File: src/rtl/instrumented_adder_meter_if.sv
// Bundles the configuration, ring-oscillator and result signals of the
// instrumented adder meter.
//   master : drives active, start, cfg_*, ring_in; observes the results
//   slave  : the meter itself; consumes the controls and drives ring_en,
//            busy, done, sum_out, carry_out, count_out, overflow
interface instrumented_adder_meter_if #(
  parameter int WIDTH   = 32,
  parameter int NUM_CH  = 4,
  parameter int COUNT_W = 32,
  parameter int WIN_W   = 16,
  parameter int SEL_W   = (NUM_CH > 1) ? $clog2(NUM_CH) : 1
);
  logic               active;
  logic               start;
  logic [WIDTH-1:0]   cfg_a;
  logic [WIDTH-1:0]   cfg_b;
  logic [SEL_W-1:0]   cfg_sel;
  logic [WIN_W-1:0]   cfg_window;
  logic [NUM_CH-1:0]  ring_in;
  logic [NUM_CH-1:0]  ring_en;
  logic               busy;
  logic               done;
  logic [WIDTH-1:0]   sum_out;
  logic               carry_out;
  logic [COUNT_W-1:0] count_out;
  logic               overflow;

  modport master (
    output active, start, cfg_a, cfg_b, cfg_sel, cfg_window, ring_in,
    input  ring_en, busy, done, sum_out, carry_out, count_out, overflow
  );

  modport slave (
    input  active, start, cfg_a, cfg_b, cfg_sel, cfg_window, ring_in,
    output ring_en, busy, done, sum_out, carry_out, count_out, overflow
  );
endinterface

File: src/rtl/instrumented_adder_meter.sv
// Measurement controller for a bank of ring-oscillator-instrumented adders.
// On start it latches operands, channel and window, registers the adder sum,
// enables the selected ring, lets the synchroniser settle, then counts rising
// ring edges for `window` clocks. The edge count measures the adder's delay.
// Ports:
//   wb_clk_i  system clock
//   wb_rst_i  synchronous reset, active high
//   bus       instrumented_adder_meter_if.slave (controls in, results out)
module instrumented_adder_meter #(
  parameter int WIDTH   = 32,
  parameter int NUM_CH  = 4,
  parameter int COUNT_W = 32,
  parameter int WIN_W   = 16,
  parameter int SETTLE  = 4
) (
  input logic                        wb_clk_i,
  input logic                        wb_rst_i,
  instrumented_adder_meter_if.slave  bus
);
  localparam int SEL_W   = (NUM_CH > 1) ? $clog2(NUM_CH) : 1;
  localparam int SET_W   = $clog2(SETTLE + 1);
  localparam int TIMER_W = (WIN_W > SET_W) ? WIN_W : SET_W;

  typedef enum logic [2:0] {
    S_IDLE, S_LOAD, S_SETTLE, S_RUN, S_DONE
  } state_t;

  state_t             state_q;
  logic [SEL_W-1:0]   sel_q;
  logic [WIN_W-1:0]   win_q;
  logic [TIMER_W-1:0] timer_q;
  logic [COUNT_W-1:0] cnt_q, cnt_d;
  logic               ovf_q, ovf_d;
  logic               sync1_q, sync2_q, dly_q;
  logic               ring_bit;
  logic               edge_det;
  logic [NUM_CH-1:0]  sel_onehot;
  logic [NUM_CH-1:0]  ring_en_q;
  logic               busy_q, done_q;
  logic [WIDTH:0]     sum_q;
  logic [COUNT_W-1:0] count_q;
  logic               overflow_q;

  // Channel decode; an out-of-range select matches nothing, so no ring is
  // enabled and the sampled tap stays 0.
  always_comb begin
    ring_bit   = 1'b0;
    sel_onehot = '0;
    for (int i = 0; i < NUM_CH; i++) begin
      if (sel_q == SEL_W'(i)) begin
        ring_bit      = bus.ring_in[i];
        sel_onehot[i] = 1'b1;
      end
    end
  end

  assign edge_det = sync2_q & ~dly_q;

  // Working counter next value: saturates, and a saturated hit sets overflow.
  always_comb begin
    cnt_d = cnt_q;
    ovf_d = ovf_q;
    if (state_q == S_RUN && edge_det) begin
      if (&cnt_q) ovf_d = 1'b1;
      else        cnt_d = cnt_q + COUNT_W'(1);
    end
  end

  always_ff @(posedge wb_clk_i) begin
    if (wb_rst_i) begin
      state_q    <= S_IDLE;
      sel_q      <= '0;
      win_q      <= '0;
      timer_q    <= '0;
      cnt_q      <= '0;
      ovf_q      <= 1'b0;
      sync1_q    <= 1'b0;
      sync2_q    <= 1'b0;
      dly_q      <= 1'b0;
      ring_en_q  <= '0;
      busy_q     <= 1'b0;
      done_q     <= 1'b0;
      sum_q      <= '0;
      count_q    <= '0;
      overflow_q <= 1'b0;
    end else begin
      // Ring tap: two-flop synchroniser followed by the edge delay flop
      sync1_q <= ring_bit;
      sync2_q <= sync1_q;
      dly_q   <= sync2_q;

      if (!bus.active) begin
        state_q   <= S_IDLE;
        ring_en_q <= '0;
        busy_q    <= 1'b0;
        done_q    <= 1'b0;
      end else begin
        case (state_q)
          S_IDLE: begin
            done_q <= 1'b0;
            if (bus.start) begin
              state_q <= S_LOAD;
              busy_q  <= 1'b1;
              sel_q   <= bus.cfg_sel;
              win_q   <= bus.cfg_window;
              sum_q   <= {1'b0, bus.cfg_a} + {1'b0, bus.cfg_b};
              cnt_q   <= '0;
              ovf_q   <= 1'b0;
            end
          end
          S_LOAD: begin
            if (win_q == '0) begin
              state_q    <= S_DONE;
              busy_q     <= 1'b0;
              done_q     <= 1'b1;
              count_q    <= cnt_d;
              overflow_q <= ovf_d;
            end else begin
              state_q   <= S_SETTLE;
              ring_en_q <= sel_onehot;
              timer_q   <= TIMER_W'(SETTLE - 1);
            end
          end
          S_SETTLE: begin
            if (timer_q == '0) begin
              state_q <= S_RUN;
              timer_q <= TIMER_W'(win_q) - TIMER_W'(1);
            end else begin
              timer_q <= timer_q - TIMER_W'(1);
            end
          end
          S_RUN: begin
            cnt_q <= cnt_d;
            ovf_q <= ovf_d;
            if (timer_q == '0) begin
              // Results are published together with the done pulse,
              // including an edge seen on this final window clock.
              state_q    <= S_DONE;
              ring_en_q  <= '0;
              busy_q     <= 1'b0;
              done_q     <= 1'b1;
              count_q    <= cnt_d;
              overflow_q <= ovf_d;
            end else begin
              timer_q <= timer_q - TIMER_W'(1);
            end
          end
          S_DONE: begin
            state_q <= S_IDLE;
            done_q  <= 1'b0;
          end
          default: begin
            state_q   <= S_IDLE;
            ring_en_q <= '0;
            busy_q    <= 1'b0;
            done_q    <= 1'b0;
          end
        endcase
      end
    end
  end

  assign bus.ring_en   = ring_en_q;
  assign bus.busy      = busy_q;
  assign bus.done      = done_q;
  assign bus.sum_out   = sum_q[WIDTH-1:0];
  assign bus.carry_out = sum_q[WIDTH];
  assign bus.count_out = count_q;
  assign bus.overflow  = overflow_q;
endmodule

File: src/flat_wrapper.sv
// flat-port wrapper written by rule: the top's interface ports become plain ports
module instrumented_adder_meter_flat 
#(
  parameter int WIDTH   = 32,
  parameter int NUM_CH  = 4,
  parameter int COUNT_W = 32,
  parameter int WIN_W   = 16,
  parameter int SETTLE  = 4
)
  (wb_clk_i, wb_rst_i, bus_active, bus_start, bus_cfg_a, bus_cfg_b, bus_cfg_sel, bus_cfg_window, bus_ring_in, bus_ring_en, bus_busy, bus_done, bus_sum_out, bus_carry_out, bus_count_out, bus_overflow);
  instrumented_adder_meter_if #(.WIDTH(WIDTH), .NUM_CH(NUM_CH), .COUNT_W(COUNT_W), .WIN_W(WIN_W)) bus_i ();
  input logic wb_clk_i;
  input logic wb_rst_i;
  input wire logic [$bits(bus_i.active)-1:0] bus_active;
  input wire logic [$bits(bus_i.start)-1:0] bus_start;
  input wire logic [$bits(bus_i.cfg_a)-1:0] bus_cfg_a;
  input wire logic [$bits(bus_i.cfg_b)-1:0] bus_cfg_b;
  input wire logic [$bits(bus_i.cfg_sel)-1:0] bus_cfg_sel;
  input wire logic [$bits(bus_i.cfg_window)-1:0] bus_cfg_window;
  input wire logic [$bits(bus_i.ring_in)-1:0] bus_ring_in;
  output wire logic [$bits(bus_i.ring_en)-1:0] bus_ring_en;
  output wire logic [$bits(bus_i.busy)-1:0] bus_busy;
  output wire logic [$bits(bus_i.done)-1:0] bus_done;
  output wire logic [$bits(bus_i.sum_out)-1:0] bus_sum_out;
  output wire logic [$bits(bus_i.carry_out)-1:0] bus_carry_out;
  output wire logic [$bits(bus_i.count_out)-1:0] bus_count_out;
  output wire logic [$bits(bus_i.overflow)-1:0] bus_overflow;
  assign bus_i.active = bus_active;
  assign bus_i.start = bus_start;
  assign bus_i.cfg_a = bus_cfg_a;
  assign bus_i.cfg_b = bus_cfg_b;
  assign bus_i.cfg_sel = bus_cfg_sel;
  assign bus_i.cfg_window = bus_cfg_window;
  assign bus_i.ring_in = bus_ring_in;
  assign bus_ring_en = bus_i.ring_en;
  assign bus_busy = bus_i.busy;
  assign bus_done = bus_i.done;
  assign bus_sum_out = bus_i.sum_out;
  assign bus_carry_out = bus_i.carry_out;
  assign bus_count_out = bus_i.count_out;
  assign bus_overflow = bus_i.overflow;
  instrumented_adder_meter #(.WIDTH(WIDTH), .NUM_CH(NUM_CH), .COUNT_W(COUNT_W), .WIN_W(WIN_W), .SETTLE(SETTLE)) u_core (.wb_clk_i(wb_clk_i), .wb_rst_i(wb_rst_i), .bus(bus_i));
endmodule
File: config.mk
export PLATFORM = sky130hd
export DESIGN_NAME = instrumented_adder_meter_flat
export DESIGN_NICKNAME = d
export VERILOG_FILES = /design/src/rtl/instrumented_adder_meter_if.sv /design/src/rtl/instrumented_adder_meter.sv /design/src/flat_wrapper.sv
export SDC_FILE = /design/constraint.sdc
export NUM_CORES = 1
export LEC_CHECK = 0
export BUFFER_PORTS_ARGS = -buffer_cell sky130_fd_sc_hd__buf_2
export CORE_MARGIN = 2
export CORE_UTILIZATION = 35
export CTS_BUF_LIST = sky130_fd_sc_hd__clkbuf_4 sky130_fd_sc_hd__clkbuf_8
export DETAILED_ROUTE_END_ITERATION = 8
export HOLD_SLACK_MARGIN = 0.15
export PLACE_DENSITY_LB_ADDON = 0.3
export SYNTH_ARGS = -nofsm -noshare
export SYNTH_HDL_FRONTEND = slang
export SYNTH_SLANG_ARGS = --single-unit
File: constraint.sdc
create_clock -name wb_clk_i -period 3.53 [get_ports wb_clk_i]
set_clock_uncertainty 0.2 [all_clocks]
set_input_delay 0.1765 -clock wb_clk_i [delete_from_list [all_inputs] [get_ports wb_clk_i]]
set_output_delay 0.1765 -clock wb_clk_i [all_outputs]
set_load 0.05 [all_outputs]
==> results.ini, run 1 <==
[floorplan]
rows = 58
die-area_mm2 = 0.0269
core_mm2 = 0.0252
ios = 162
die_w_um = 164
die_height_um = 164
start_util = 0.356

[global_routing]
grt-ovfl-total = 0
grt_max_degree = 115
antenna_found_initial = 1
grt_pass1_wl_um = 43000
track_usage = 0.198
grt_pass1_vias = 8750

[pwr]
power_frac_clock = 0.319
switching_share = 0.333
switching_power_w = 0.00135
power.density_mw_per_mm2 = 355
power.leakage_nw = 4.62
p_comb_frac = 0.252
ir_worst_vdd_mv = 0.186
pwr-share-seq = 0.428
internal-power_w = 0.00270

[clocking]
clk_path_buf_depth = 2
clk_pin_slew_ns = 0.08
clock_sinks = 145
cts_tree = done
clockRootBuffer = clkbuf_8
htree_levels = 4
insertion_delay_ns = 0.46
numCtsBuffers = 17
cts_post_setup_buffers_inserted = 0

[synthesis]
ys_seq_elements = 145
yosysWarnings = 0
synth.cell_area_mm2 = 0.00897
avgSynthCellArea_um2 = 7.93
synth_flop_cell = dfxtp_1
async_reset_ff_frac = 0
synth.distinct_cells = 85
netlist_instances = 1132
synth_edf_count = 0
ys_seq_area_frac = 0.324
synth_nets = 1258

[placed_design]
numPortBuffers = 161
dpl.hpwl_um = 18500
gp_congestion = 0.884

[sta]
finalHoldViolCount = 0
period_share = 0.966
rsz0062_at_grt = false
maxSlewHeadroom = 0.389
worstMarginPinSlew_ns = 0.913
period_needed_ns = 3.41
maxSlewViolCount = 0
holdWs_ns = 0.199
setup_viol = 0
finalSetupTns_ns = 0
timing.fmax_mhz = 293

[critical_path]
worstPathMaxFanout = 5
start_kind = input port
crit_type = input port to register
crit_path_end_kind = register
required_ns = 3.73
cp.arrival_ns = 3.61

[cells_and_area]
drive_gt1_frac = 0.188
n_fill_cell = 2493
area_delta_synth_final_pct = 27.3
diodes = 0
num-nets-final = 1492

[detailed_routing]
via_count = 9270
firstDrtPassIters = 5
drtAntennaViolNets = 0
via_per_inst = 5.43
wl_per_cell_um = 15.8
drc = 0
wirelength_um = 26900
drt_iter0_drc = 612

[run]
maxCapViolations = 0

[run_status]
status = complete, no violations

[hold_path]
worstHoldPathType = input port to register

## power groups by stage
stage               clock [W]  combinational [W]  sequential [W]
floorplan                   0           0.000528         0.00190
global placement            0           0.000887         0.00177
detailed placement          0           0.000889         0.00177
CTS                   0.00133            0.00101         0.00173
global route          0.00139            0.00111         0.00174
finish                0.00129            0.00102         0.00173
## synthesized netlist by cell type (24+ instances only)
| cell | count | area (um^2) |
|---|---|---|
| and3_1 | 27 | 169 |
| nand2_1 | 153 | 574 |
| ha_1 | 35 | 438 |
| dfxtp_1 | 145 | 2900 |
| nor2_1 | 99 | 372 |
| clkbuf_1 | 46 | 173 |
| o21ai_0 | 74 | 370 |
| nand3_1 | 36 | 180 |
| xnor2_1 | 31 | 272 |
| a211oi_2 | 24 | 300 |
| a21oi_1 | 97 | 485 |
| nor3_1 | 26 | 130 |
## what timing repair did
action,in CTS,in global routing
hold endpoints to repair,79,1
gates resized for setup,0,1
hold buffers,108,1
setup endpoints to repair,0,1
## through the flow
stage,cell area (um^2),total power (W),worst slack (ns),std cells,utilization
2_1_floorplan,8970,0.00243,0.924,1132,-
3_3_place_gp,9960,0.00266,0.581,1569,0.396
3_5_place_dp,9960,0.00266,0.502,1569,0.396
4_1_cts,11400,0.00408,0.0283,1708,0.453
5_1_grt,11400,0.00424,0.0414,1708,0.454
6_report,11400,0.00405,0.121,1708,0.454
## final timing paths
path                    startpoint                       end  slack (ns)  depth (start not counted)
setup / recovery      bus_cfg_a[0]          u_core.sum_q[18]        0.12                         12
hold / removal       bus_cfg_b[13]          u_core.sum_q[14]        0.20                          6
setup reg to reg   u_core.win_q[0]  u_core.bus.count_out[22]        0.48                         10
hold reg to reg   u_core.sum_q[10]          u_core.sum_q[10]        0.25                          2
## area by class of cell
type                            count  area, um^2  share of cell area
Clock buffer                       20         269              0.0236
Sequential cell                   145        2900               0.254
Tap cell                          330         413              0.0362
Multi-Input combinational cell    894        5610               0.491
Timing Repair Buffer              288        2040               0.179
Clock inverter                     11         108             0.00942
Inverter                           20        75.1             0.00657
## flip-flops by register name, summed over array words and instances (netlist names)
register              cells
u_core.bus.busy           1
u_core.bus.count_out     32
u_core.bus.done           1
u_core.bus.overflow       1
u_core.bus.ring_en        4
u_core.cnt_q             32
u_core.dly_q              1
u_core.ovf_q              1
u_core.sel_q              2
u_core.state_q            3
u_core.sum_q             33
u_core.sync1_q            1
u_core.sync2_q            1
u_core.timer_q           16
u_core.win_q             16
## metal layers
| layer | global-route usage | share of wire | wire length [um] |
|---|---|---|---|
| met1 | 0.261 | 0.46 | 12300 |
| met2 | 0.326 | 0.47 | 12600 |
| met3 | 0.0331 | 0.051 | 1360 |
| met4 | 0.0718 | 0.024 | 650 |
| met5 | 0 | 0 | 0 |
## placed cells by master (no fill, tap or decap), types with 10 or more instances in the layout
| cell | Yosys | layout |
|---|---|---|
| a211oi_1 | 21 | 21 |
| a211oi_2 | 24 | 24 |
| a21o_1 | 23 | 23 |
| a21oi_1 | 97 | 97 |
| a31oi_1 | 23 | 23 |
| and3_1 | 27 | 26 |
| buf_2 | 8 | 160 |
| buf_4 | 5 | 19 |
| clkbuf_8 | 6 | 19 |
| dfxtp_1 | 145 | 145 |
| dlygate4sd3_1 | 0 | 108 |
| ha_1 | 35 | 34 |
| inv_1 | 20 | 20 |
| nand2_1 | 153 | 153 |
| nand3_1 | 36 | 35 |
| nand3b_1 | 13 | 13 |
| nand4_1 | 22 | 22 |
| nor2_1 | 99 | 99 |
| nor3_1 | 26 | 26 |
| nor4_1 | 10 | 10 |
| o21ai_0 | 74 | 74 |
| o31ai_1 | 10 | 10 |
| or3_1 | 17 | 17 |
| xnor2_1 | 31 | 31 |
| xor2_1 | 20 | 20 |
## critical path, stage by stage
cell	delay (ns)
dlygate4sd3_1	0.54
buf_2	0.13
ha_1	0.21
fa_1	0.43
a211oi_2	0.31
o21ai_0	0.19
o2111ai_2	0.23
a21oi_1	0.18
nand2b_1	0.20
a311o_1	0.35
o211ai_1	0.09
dlygate4sd3_1	0.57
## logic make-up (layout without fill, tap and decap cells)
kind of cell	after synthesis	after routing	synth area share
buf+inv	93	339	0.0523
flops	145	145	0.324
simple gates	457	457	0.252
mux	5	5	0.00711
xor+xnor	51	51	0.0498
fa+ha+maj	36	36	0.0510
compound gates	345	345	0.264
Power figures use the tool's default switching activity.
==> inputs of run 2 (changes only) <==
- CELL_PAD_IN_SITES_DETAIL_PLACEMENT: not set -> 0
- CELL_PAD_IN_SITES_GLOBAL_PLACEMENT: not set -> 1
- GPL_TIMING_DRIVEN: not set -> 1
==> run 2 against run 1 <==
  * Die area unchanged
  * Final cell count decreased by 1.8%
  * Maximum frequency increased by 1.0%
  * Wire length increased by 0.64%
==> results.ini, run 2 (same netlist as run 1, synthesis figures left out) <==
[global_routing]
antenna_found_initial = 0  ; was 1
grt_max_degree = 54  ; was 115
track_usage = 0.201  ; was 0.198
grt_pass1_vias = 8516  ; was 8750
grt-ovfl-total = 0  ; unchanged
grt_pass1_wl_um = 43700  ; was 43000 um

[detailed_routing]
drc = 0  ; unchanged
wl_per_cell_um = 16.1  ; was 15.8 um
firstDrtPassIters = 5  ; unchanged
via_per_inst = 5.39  ; was 5.43
via_count = 9039  ; was 9270
wirelength_um = 27100  ; was 26900 um
drtAntennaViolNets = 0  ; unchanged
drt_iter0_drc = 534  ; was 612

[sta]
period_needed_ns = 3.37  ; was 3.41 ns
maxSlewViolCount = 0  ; unchanged
worstMarginPinSlew_ns = 0.834  ; was 0.913 ns
setup_slack_ns = 0.155  ; was 0.121 ns
period_share = 0.956  ; was 0.966
finalHoldViolCount = 0  ; unchanged
finalSetupTns_ns = 0  ; unchanged
setup_viol = 0  ; unchanged
maxSlewHeadroom = 0.442  ; was 0.389
rsz0062_at_grt = false  ; unchanged
timing.fmax_mhz = 296  ; was 293 MHz

[cells_and_area]
top_register = u_core.sum_q  ; unchanged
utilization = 0.443  ; was 0.454
n_fill_cell = 2574  ; was 2493
most-common-layout-cells = buf_2, nand2_1, dfxtp_1  ; unchanged
area_delta_synth_final_pct = 24.4  ; was 27.3%
mostFrequentLayoutCell = buf_2  ; unchanged
ff_latch_area_mm2 = 0.00290  ; unchanged
multiInputGateArea_mm2 = 0.00561  ; about the same
num-nets-final = 1463  ; was 1492
instances_no_fill = 1677  ; was 1708
drive_gt1_frac = 0.192  ; was 0.188
largest_reg_flops = 33  ; unchanged
diodes = 0  ; unchanged

[placed_design]
gp_congestion = 0.859  ; was 0.884
pre_cts_slack_ns = 0.516  ; was 0.502 ns
dp_cells = 1570  ; was 1569
numPortBuffers = 161  ; unchanged
dpl.hpwl_um = 19100  ; was 18500 um

[pwr]
switching_power_w = 0.00131  ; was 0.00135 W
ir_worst_vdd_mv = 0.189  ; was 0.186 mV
p_comb_frac = 0.235  ; was 0.252
switching_share = 0.311  ; was 0.333
pwr-share-seq = 0.412  ; was 0.428
internal-power_w = 0.00290  ; was 0.00270 W
finalPower_w = 0.00421  ; was 0.00405 W
power.leakage_nw = 4.48  ; was 4.62 nW
power_frac_clock = 0.353  ; was 0.319
power.density_mw_per_mm2 = 377  ; was 355 mW/mm^2

[clocking]
clockRootBuffer = clkbuf_8  ; unchanged
insertion_delay_ns = 0.45  ; was 0.46 ns
numCtsBuffers = 17  ; unchanged
htree_levels = 4  ; unchanged
clk_pin_slew_ns = 0.08  ; about the same
cts_resized = 0  ; unchanged
cts_tree = done  ; unchanged
clock_sinks = 145  ; unchanged
clk_path_buf_depth = 2  ; unchanged

[critical_path]
worstPathMaxFanout = 11  ; was 5
start_kind = input port  ; unchanged
required_ns = 3.66  ; was 3.73 ns
crit_path_end_kind = register  ; unchanged
crit_type = input port to register  ; unchanged
cp.arrival_ns = 3.51  ; was 3.61 ns

[floorplan]
start_util = 0.356  ; unchanged
core_mm2 = 0.0252  ; unchanged
die-area_mm2 = 0.0269  ; unchanged
die_w_um = 164  ; unchanged
die_height_um = 164  ; unchanged
ios = 162  ; unchanged
rows = 58  ; unchanged

[hold_path]
worstHoldPathType = input port to register  ; unchanged

[run_status]
status = complete, no violations  ; unchanged

[run]
maxCapViolations = 0  ; unchanged

[run 2: repair_timing]
action	in CTS	in global routing
setup buffers	0	2
setup endpoints to repair	0	1
hold endpoints to repair	63	0
hold buffers	76	0
[run 2: critical path, cell delays in order]
cell and delay [ns]:
dlygate4sd3_1 0.53, buf_2 0.12, ha_1 0.41, a21o_1 0.23, a21o_1 0.17, a21o_1 0.20
a21o_1 0.18, a221oi_1 0.44, a21oi_1 0.13, dlygate4sd3_1 0.58, or3_1 0.33
[run 2: metal layers]
metal	track usage	part of all wire	vias up
li1	-	-	4560
met1	0.276	0.48	4199
met2	0.327	0.45	244
met3	0.0270	0.042	36
met4	0.0634	0.020	0
met5	0	0	-
[run 2: final cells by class]
type | instances | share of cell area
Clock inverter | 11 | 0.0170
Multi-Input combinational cell | 894 | 0.502
Timing Repair Buffer | 259 | 0.155
Sequential cell | 145 | 0.260
Clock buffer | 18 | 0.0216
Tap cell | 330 | 0.0370
Inverter | 20 | 0.00672
[run 2: power groups by stage]
stage	Sequential (W)	Clock (W)	Combinational (W)
5_1_grt	0.00174	0.00159	0.00108
2_1_floorplan	0.00190	0	0.000528
3_5_place_dp	0.00177	0	0.000897
6_report	0.00173	0.00149	0.000991
3_3_place_gp	0.00177	0	0.000896
4_1_cts	0.00173	0.00153	0.000985
[run 2: worst paths after layout]
| path | start | endpoint | slack (ns) | cells after the start |
|---|---|---|---|---|
| setup reg to reg | u_core.state_q[2] | u_core.sum_q[18] | 0.45 | 7 |
| setup / recovery | bus_cfg_a[24] | u_core.sum_q[31] | 0.16 | 11 |
| hold / removal | bus_cfg_a[22] | u_core.sum_q[22] | 0.17 | 4 |
| hold reg to reg | u_core.sum_q[5] | u_core.sum_q[5] | 0.25 | 2 |
[run 2: stage by stage]
| step | area, um^2 | hold WS [ns] |
|---|---|---|
| after global routing | 11200 | 0.201 |
| final | 11200 | 0.174 |
| after detailed placement | 9960 | 0.225 |
| after floorplan | 8970 | 0.112 |
| after global placement | 9960 | 0.219 |
| after CTS | 11100 | 0.159 |
